==> src/rtl/wb_pkg.sv <==
// Shared types and width helpers for the Wishbone bus watchdog.
package wb_pkg;

  localparam int WB_AW = 32;
  localparam int WB_DW = 32;

  typedef struct packed {
    logic [WB_AW-1:0]   addr;
    logic [WB_DW-1:0]   data;
    logic [WB_DW/8-1:0] sel;
    logic               we;
  } wb_req_t;

  typedef enum logic [1:0] {
    IDLE,
    BUSY,
    ABORT
  } wdt_state_t;

  function automatic int cnt_w(input int max_outstanding);
    return $clog2(max_outstanding + 1);
  endfunction

  function automatic int tmr_w(input int timeout);
    return $clog2(timeout);
  endfunction

endpackage

==> src/rtl/wb_wdt_timer.sv <==
// Silence timer: clears on demand, counts while enabled, flags the last cycle before timeout.
module wb_wdt_timer
  import wb_pkg::*;
#(
  parameter int TIMEOUT = 1023
) (
  input  logic CLK,
  input  logic nRST,
  input  logic clr,
  input  logic en,
  output logic expired
);

  localparam int TW = tmr_w(TIMEOUT);

  logic [TW-1:0] cnt_q, cnt_d;

  assign expired = (cnt_q == TW'(TIMEOUT - 1));

  // NOTE: every always_comb output gets a default first so no path leaves it unassigned (no latch).
  always_comb begin
    cnt_d = cnt_q;
    if (clr) begin
      cnt_d = '0;
    end else if (en && !expired) begin
      cnt_d = cnt_q + TW'(1);
    end
  end

  // NOTE: sequential state uses non-blocking assignments so all flops sample the same pre-edge values.
  always_ff @(posedge CLK or negedge nRST) begin
    if (!nRST) begin
      cnt_q <= '0;
    end else begin
      cnt_q <= cnt_d;
    end
  end

endmodule

==> src/rtl/wb_bus_watchdog.sv <==
// Zero-latency pipelined Wishbone guard: tracks outstanding requests and aborts
// the cycle with a single err upstream when the slave goes silent.
module wb_bus_watchdog
  import wb_pkg::*;
#(
  parameter int AW              = 32,
  parameter int DW              = 32,
  parameter int TIMEOUT         = 1023,
  parameter int MAX_OUTSTANDING = 15
) (
  input  logic          CLK,
  input  logic          nRST,
  input  logic          s_cyc,
  input  logic          s_stb,
  input  logic          s_we,
  input  logic [AW-1:0] s_addr,
  input  logic [DW-1:0] s_data,
  input  logic [DW/8-1:0] s_sel,
  output logic          s_stall,
  output logic          s_ack,
  output logic          s_err,
  output logic [DW-1:0] s_rdata,
  output logic          m_cyc,
  output logic          m_stb,
  output logic          m_we,
  output logic [AW-1:0] m_addr,
  output logic [DW-1:0] m_data,
  output logic [DW/8-1:0] m_sel,
  input  logic          m_stall,
  input  logic          m_ack,
  input  logic          m_err,
  input  logic [DW-1:0] m_rdata,
  output logic [15:0]   timeout_count,
  output logic          timeout_pulse
);

  localparam int CW = cnt_w(MAX_OUTSTANDING);

  wdt_state_t    state_q, state_d;
  logic [CW-1:0] outst_q, outst_d;
  logic          err_q, err_d;
  logic          pulse_q, pulse_d;
  logic [15:0]   tcnt_q, tcnt_d;

  logic in_abort, full, accept, resp, abort_fire;
  logic tmr_clr, tmr_en, tmr_expired;

  wb_wdt_timer #(.TIMEOUT(TIMEOUT)) u_timer (
    .CLK     (CLK),
    .nRST    (nRST),
    .clr     (tmr_clr),
    .en      (tmr_en),
    .expired (tmr_expired)
  );

  assign in_abort   = (state_q == ABORT);
  assign full       = (outst_q == CW'(MAX_OUTSTANDING));
  assign accept     = m_stb && !m_stall;
  assign resp       = m_cyc && (m_ack || m_err);
  // A response on the expiry edge rescues the transaction.
  assign abort_fire = (state_q == BUSY) && tmr_expired && !resp;

  // Bus outputs are forced quiet while in reset so nothing leaks downstream.
  always_comb begin
    m_cyc         = nRST && s_cyc && !in_abort;
    m_stb         = m_cyc && s_stb && !full;
    m_we          = s_we;
    m_addr        = s_addr;
    m_data        = s_data;
    m_sel         = s_sel;
    s_stall       = m_stall || full || in_abort;
    s_ack         = m_cyc && m_ack;
    s_err         = (m_cyc && m_err) || err_q;
    s_rdata       = m_rdata;
    timeout_count = tcnt_q;
    timeout_pulse = pulse_q;
  end

  always_comb begin
    state_d = state_q;
    if (state_q == ABORT) begin
      if (!s_cyc) state_d = IDLE;
    end else if (abort_fire) begin
      state_d = ABORT;
    end else begin
      state_d = (outst_d != '0) ? BUSY : IDLE;
    end
  end

  always_comb begin
    outst_d = outst_q;
    if (!m_cyc || m_err || abort_fire) begin
      outst_d = '0;
    end else if (accept && !m_ack) begin
      outst_d = outst_q + CW'(1);
    end else if (!accept && m_ack && outst_q != '0) begin
      outst_d = outst_q - CW'(1);
    end

    err_d   = abort_fire;
    pulse_d = abort_fire;
    tcnt_d  = tcnt_q;
    if (abort_fire && tcnt_q != 16'hFFFF) begin
      tcnt_d = tcnt_q + 16'd1;
    end

    tmr_clr = resp || (accept && state_q == IDLE) || outst_q == '0 || abort_fire;
    tmr_en  = (state_q == BUSY);
  end

  always_ff @(posedge CLK or negedge nRST) begin
    if (!nRST) begin
      state_q <= IDLE;
    end else begin
      state_q <= state_d;
    end
  end

  always_ff @(posedge CLK or negedge nRST) begin
    if (!nRST) begin
      outst_q <= '0;
      err_q   <= 1'b0;
      pulse_q <= 1'b0;
      tcnt_q  <= '0;
    end else begin
      outst_q <= outst_d;
      err_q   <= err_d;
      pulse_q <= pulse_d;
      tcnt_q  <= tcnt_d;
    end
  end

endmodule

==> config.mk <==
export PLATFORM = sky130hd
export DESIGN_NAME = wb_bus_watchdog
export DESIGN_NICKNAME = d
export VERILOG_FILES = /design/src/rtl/wb_pkg.sv /design/src/rtl/wb_wdt_timer.sv /design/src/rtl/wb_bus_watchdog.sv
export SDC_FILE = /design/constraint.sdc
export NUM_CORES = 1
export LEC_CHECK = 0
export ABC_CLOCK_PERIOD_IN_PS = 5700
export CELL_PAD_IN_SITES_DETAIL_PLACEMENT = 0
export CELL_PAD_IN_SITES_GLOBAL_PLACEMENT = 1
export CORE_MARGIN = 2
export CORE_UTILIZATION = 23
export DETAILED_ROUTE_END_ITERATION = 7
export HOLD_SLACK_MARGIN = 0.1
export PLACE_DENSITY_LB_ADDON = 0.08
export SLEW_MARGIN = 20
export SYNTH_ARGS = -nofsm -noshare
export SYNTH_HDL_FRONTEND = slang
export SYNTH_SLANG_ARGS = --single-unit
==> constraint.sdc <==
create_clock -name CLK -period 5.7 [get_ports CLK]
set_input_delay 0.855 -clock CLK [delete_from_list [all_inputs] [get_ports CLK]]
set_output_delay 0.855 -clock CLK [all_outputs]
set_load 0.03 [all_outputs]
==> results.md <==
* Clock Tree Buf Depth at 2
* Initial DRT Pass Iterations at 4
* Max-slew violation count at 0
* Reg2Reg Depth at 6
* Sw frac at 21.1%
* Final Hold Fails at 0
* Post-CTS Resized at 0
* Arrival @ worst endpoint at 2.94 ns
* Syn_area_per_cell at 9.04 um2
* Tcrit/Tclk final at 66.6%
* Cell Pwr Density at 232 nW/um2
* Largest net degree at the start of global routing at 35
* Place WS at 1.89 ns
* Crit path to: m_stb
* HP Class: flip-flop to flip-flop
* Warnings from Yosys at 0
* Initial core utilization at 23.5%
* Clk Latency, worst-skew pair at 0.28 ns
* Wire length per cell at 16.8 um
* Post-synth EDFFs at 0
* Int Pwr at 0.000465 W
* CP Class: input port to output pin
* Number of global-route vias before repair at 1749
* Ant diodes at 0
* Initial DRC Count at 61
* R2R Path Start: outst_q[0]
* Max_cap viols at 0
* RSZ-0062 raised after global routing: no
* Initial antenna violation count at 0
* Vias post-DR at 1657
* CP max stage cell: clkdlybuf4s50_1
* Drt via density at 4.45
* Die span in y at 112 um
* Final setup vio count at 0
* # IOs at 231
* WP data required at 4.85 ns
* DRC Markers at 0
* Setup Fix Bufs, Post-CTS at 0
* Die span in x at 112 um
* First-pass GRT wire length at 10000 um
* Seq/Total Area, Yosys at 30.8%
* Worst VDD drop at 0.0930 mV
* Die Area at 12500 um2
* Flop pwr share at 40.0%
* Synth Net Count at 410
* Flops & latches, synth at 33
* Final wirelength at 6240 um
* Total Routing Usage GR at 10.2%
* Dpl cell area at 2370 um2
* Clock power share at 54.2%
* Fmax at 263 MHz
* Setup ws final at 1.90 ns
* CTS tree: built
* GPL Wtd Cong at 0.729
* Worst hold slack at 0.493 ns
* Slew margin rel. at 37.0%
* FP Rows at 39
* CORE AREA at 11400 um2
* Synth async-reset ratio at 100%
* Fillers at 1262
* Top FF cell, synth: dfrtp_1
* Startpoint class of the critical path: input port
* Gate power share at 5.8%
* Largest stage delay on the critical path at 0.69 ns
* Tmin final at 3.80 ns
* Area grow syn2layout at -5.31%
* Final HPWL DP at 4660 um
* Root buf cell: clkbuf_16
* Crit-path max FO at 7
* Outcome: finished clean
* Mapped Area at 2680 um2
* Cell variety after synth at 48
* P_leak at 1.11 nW
* CP endpoint kind: output pin
* Reg2reg end: state_q[0]
* Max Clock Skew at 0.00380 ns
* Nets at 341
* Worst setup path start: s_cyc
* TritonCTS buffer count at 5
* Clk pin slew, worst setup/hold paths at 0.05 ns
* CTS hold repair buffers at 0
* Clock sinks at 33
* Most frequent cells in the layout: dfrtp_1, clkdlybuf4s50_1, xor2_1
* Antenna Nets Post-Route at 0
* IO Port Bufs at 28
* Setup slack, reg-to-reg at 3.19 ns
* Htree depth at 2
* Most common cell after layout, fill and taps aside: dfrtp_1
* Sw Pwr at 0.000125 W
* GRT overflow at 0
* Cell count after synthesis at 297
* Share of post-route cells with drive strength above 1 at 8.73%
* Fin area at 2540 um2
* Crit-path cells: clkdlybuf4s50_1 > and2_1 > nand2_1 > inv_1 > nand2_1 > a31oi_1 > clkdlybuf4s50_1
* Worst-margin pin slew at 0.941 ns
* Post-Route Utilization at 22.3%
* Setup TNS at 0 ns
## Yosys cell counts (2+ instances only)
| library cell | instances | area [um2] |
|---|---|---|
| a2111oi_0 | 2 | 17.5 |
| a211oi_1 | 2 | 15.0 |
| a21oi_1 | 3 | 15.0 |
| a31oi_1 | 2 | 12.5 |
| a41oi_1 | 2 | 17.5 |
| and2_1 | 3 | 18.8 |
| and3_1 | 3 | 18.8 |
| and4_1 | 2 | 17.5 |
| and4_2 | 2 | 20.0 |
| buf_4 | 101 | 758 |
| clkbuf_1 | 2 | 7.51 |
| dfrtp_1 | 33 | 826 |
| ha_1 | 5 | 62.6 |
| inv_1 | 12 | 45.0 |
| mux2_2 | 2 | 22.5 |
| nand2_1 | 20 | 75.1 |
| nand2b_1 | 3 | 18.8 |
| nand3_1 | 8 | 40.0 |
| nand4_1 | 12 | 75.1 |
| nor2_1 | 16 | 60.1 |
| nor3_1 | 8 | 40.0 |
| nor4_4 | 2 | 42.5 |
| o21ai_0 | 3 | 15.0 |
| or4_1 | 2 | 15.0 |
| xnor2_1 | 4 | 35.0 |
| xor2_1 | 21 | 184 |
## sequential cells by signal (all words and copies together) (netlist names)
name and cells:
state_q 2, u_timer.cnt_q 10, outst_q 4, timeout_count 16
timeout_pulse 1
## area by class of cell
cell class              instances  area (um2)  area share [%]
clock inverters                 1        30.0            1.18
repair buffers                 29         288            11.3
inverters                      12        45.0            1.77
well taps                     143         179            7.04
clock buffers                   7         143            5.61
multi-input cells             147        1030            40.6
flip-flops and latches         33         826            32.5
## metal layers
metal / vias to the layer above / part of all wire (%) / global-route usage (%)
met5: - / 0 / 0
met4: 0 / 4.7 / 6.18
met3: 31 / 7.0 / 3.24
met2: 66 / 47 / 16.2
met1: 795 / 41 / 12.0
li1: 765 / - / -
## worst min-delay path by stage
| stage | startpoint | to | slack, ns | cells after the start |
|---|---|---|---|---|
| final | timeout_count[15] | timeout_count[15] | 0.49 | 1 |
| after detailed placement | timeout_count[15] | timeout_count[15] | 0.49 | 1 |
| after floorplan | u_timer.cnt_q[9] | u_timer.cnt_q[9] | 0.52 | 2 |
| after global routing | timeout_count[7] | timeout_count[7] | 0.52 | 1 |
| after global placement | timeout_count[15] | timeout_count[15] | 0.50 | 1 |
| after CTS | timeout_count[15] | timeout_count[15] | 0.50 | 1 |
## power groups by stage
stage / clock [W] / sequential [W] / combinational [W]
2_1_floorplan: 0 / 0.000240 / 0.000148
3_3_place_gp: 0 / 0.000240 / 0.0000357
5_1_grt: 0.000342 / 0.000236 / 0.0000378
3_5_place_dp: 0 / 0.000240 / 0.0000351
4_1_cts: 0.000331 / 0.000236 / 0.0000352
6_report: 0.000320 / 0.000236 / 0.0000342
## through the flow
step | instances | total power, W
finish | 372 | 0.000590
detailed placement | 364 | 0.000275
CTS | 372 | 0.000602
global route | 372 | 0.000616
floorplan | 297 | 0.000388
global placement | 364 | 0.000276
## worst max-delay path, delay by kind of cell
kind / cells / cell delay, ns
buf+inv: 3 / 1.39
compound gates: 1 / 0.14
simple gates: 3 / 0.54
## logic make-up after synthesis
logic type,count (synthesis),share of synthesized area [%]
buffers and inverters,117,30.8
AOI/OAI and AO/OA,24,7.18
and+or+nand+nor,90,19.5
adders and majority gates,5,2.33
muxes,3,1.21
xor gates and xnor gates,25,8.16
DFF,33,30.8
Note: power is estimated with default switching activity, not from simulation.
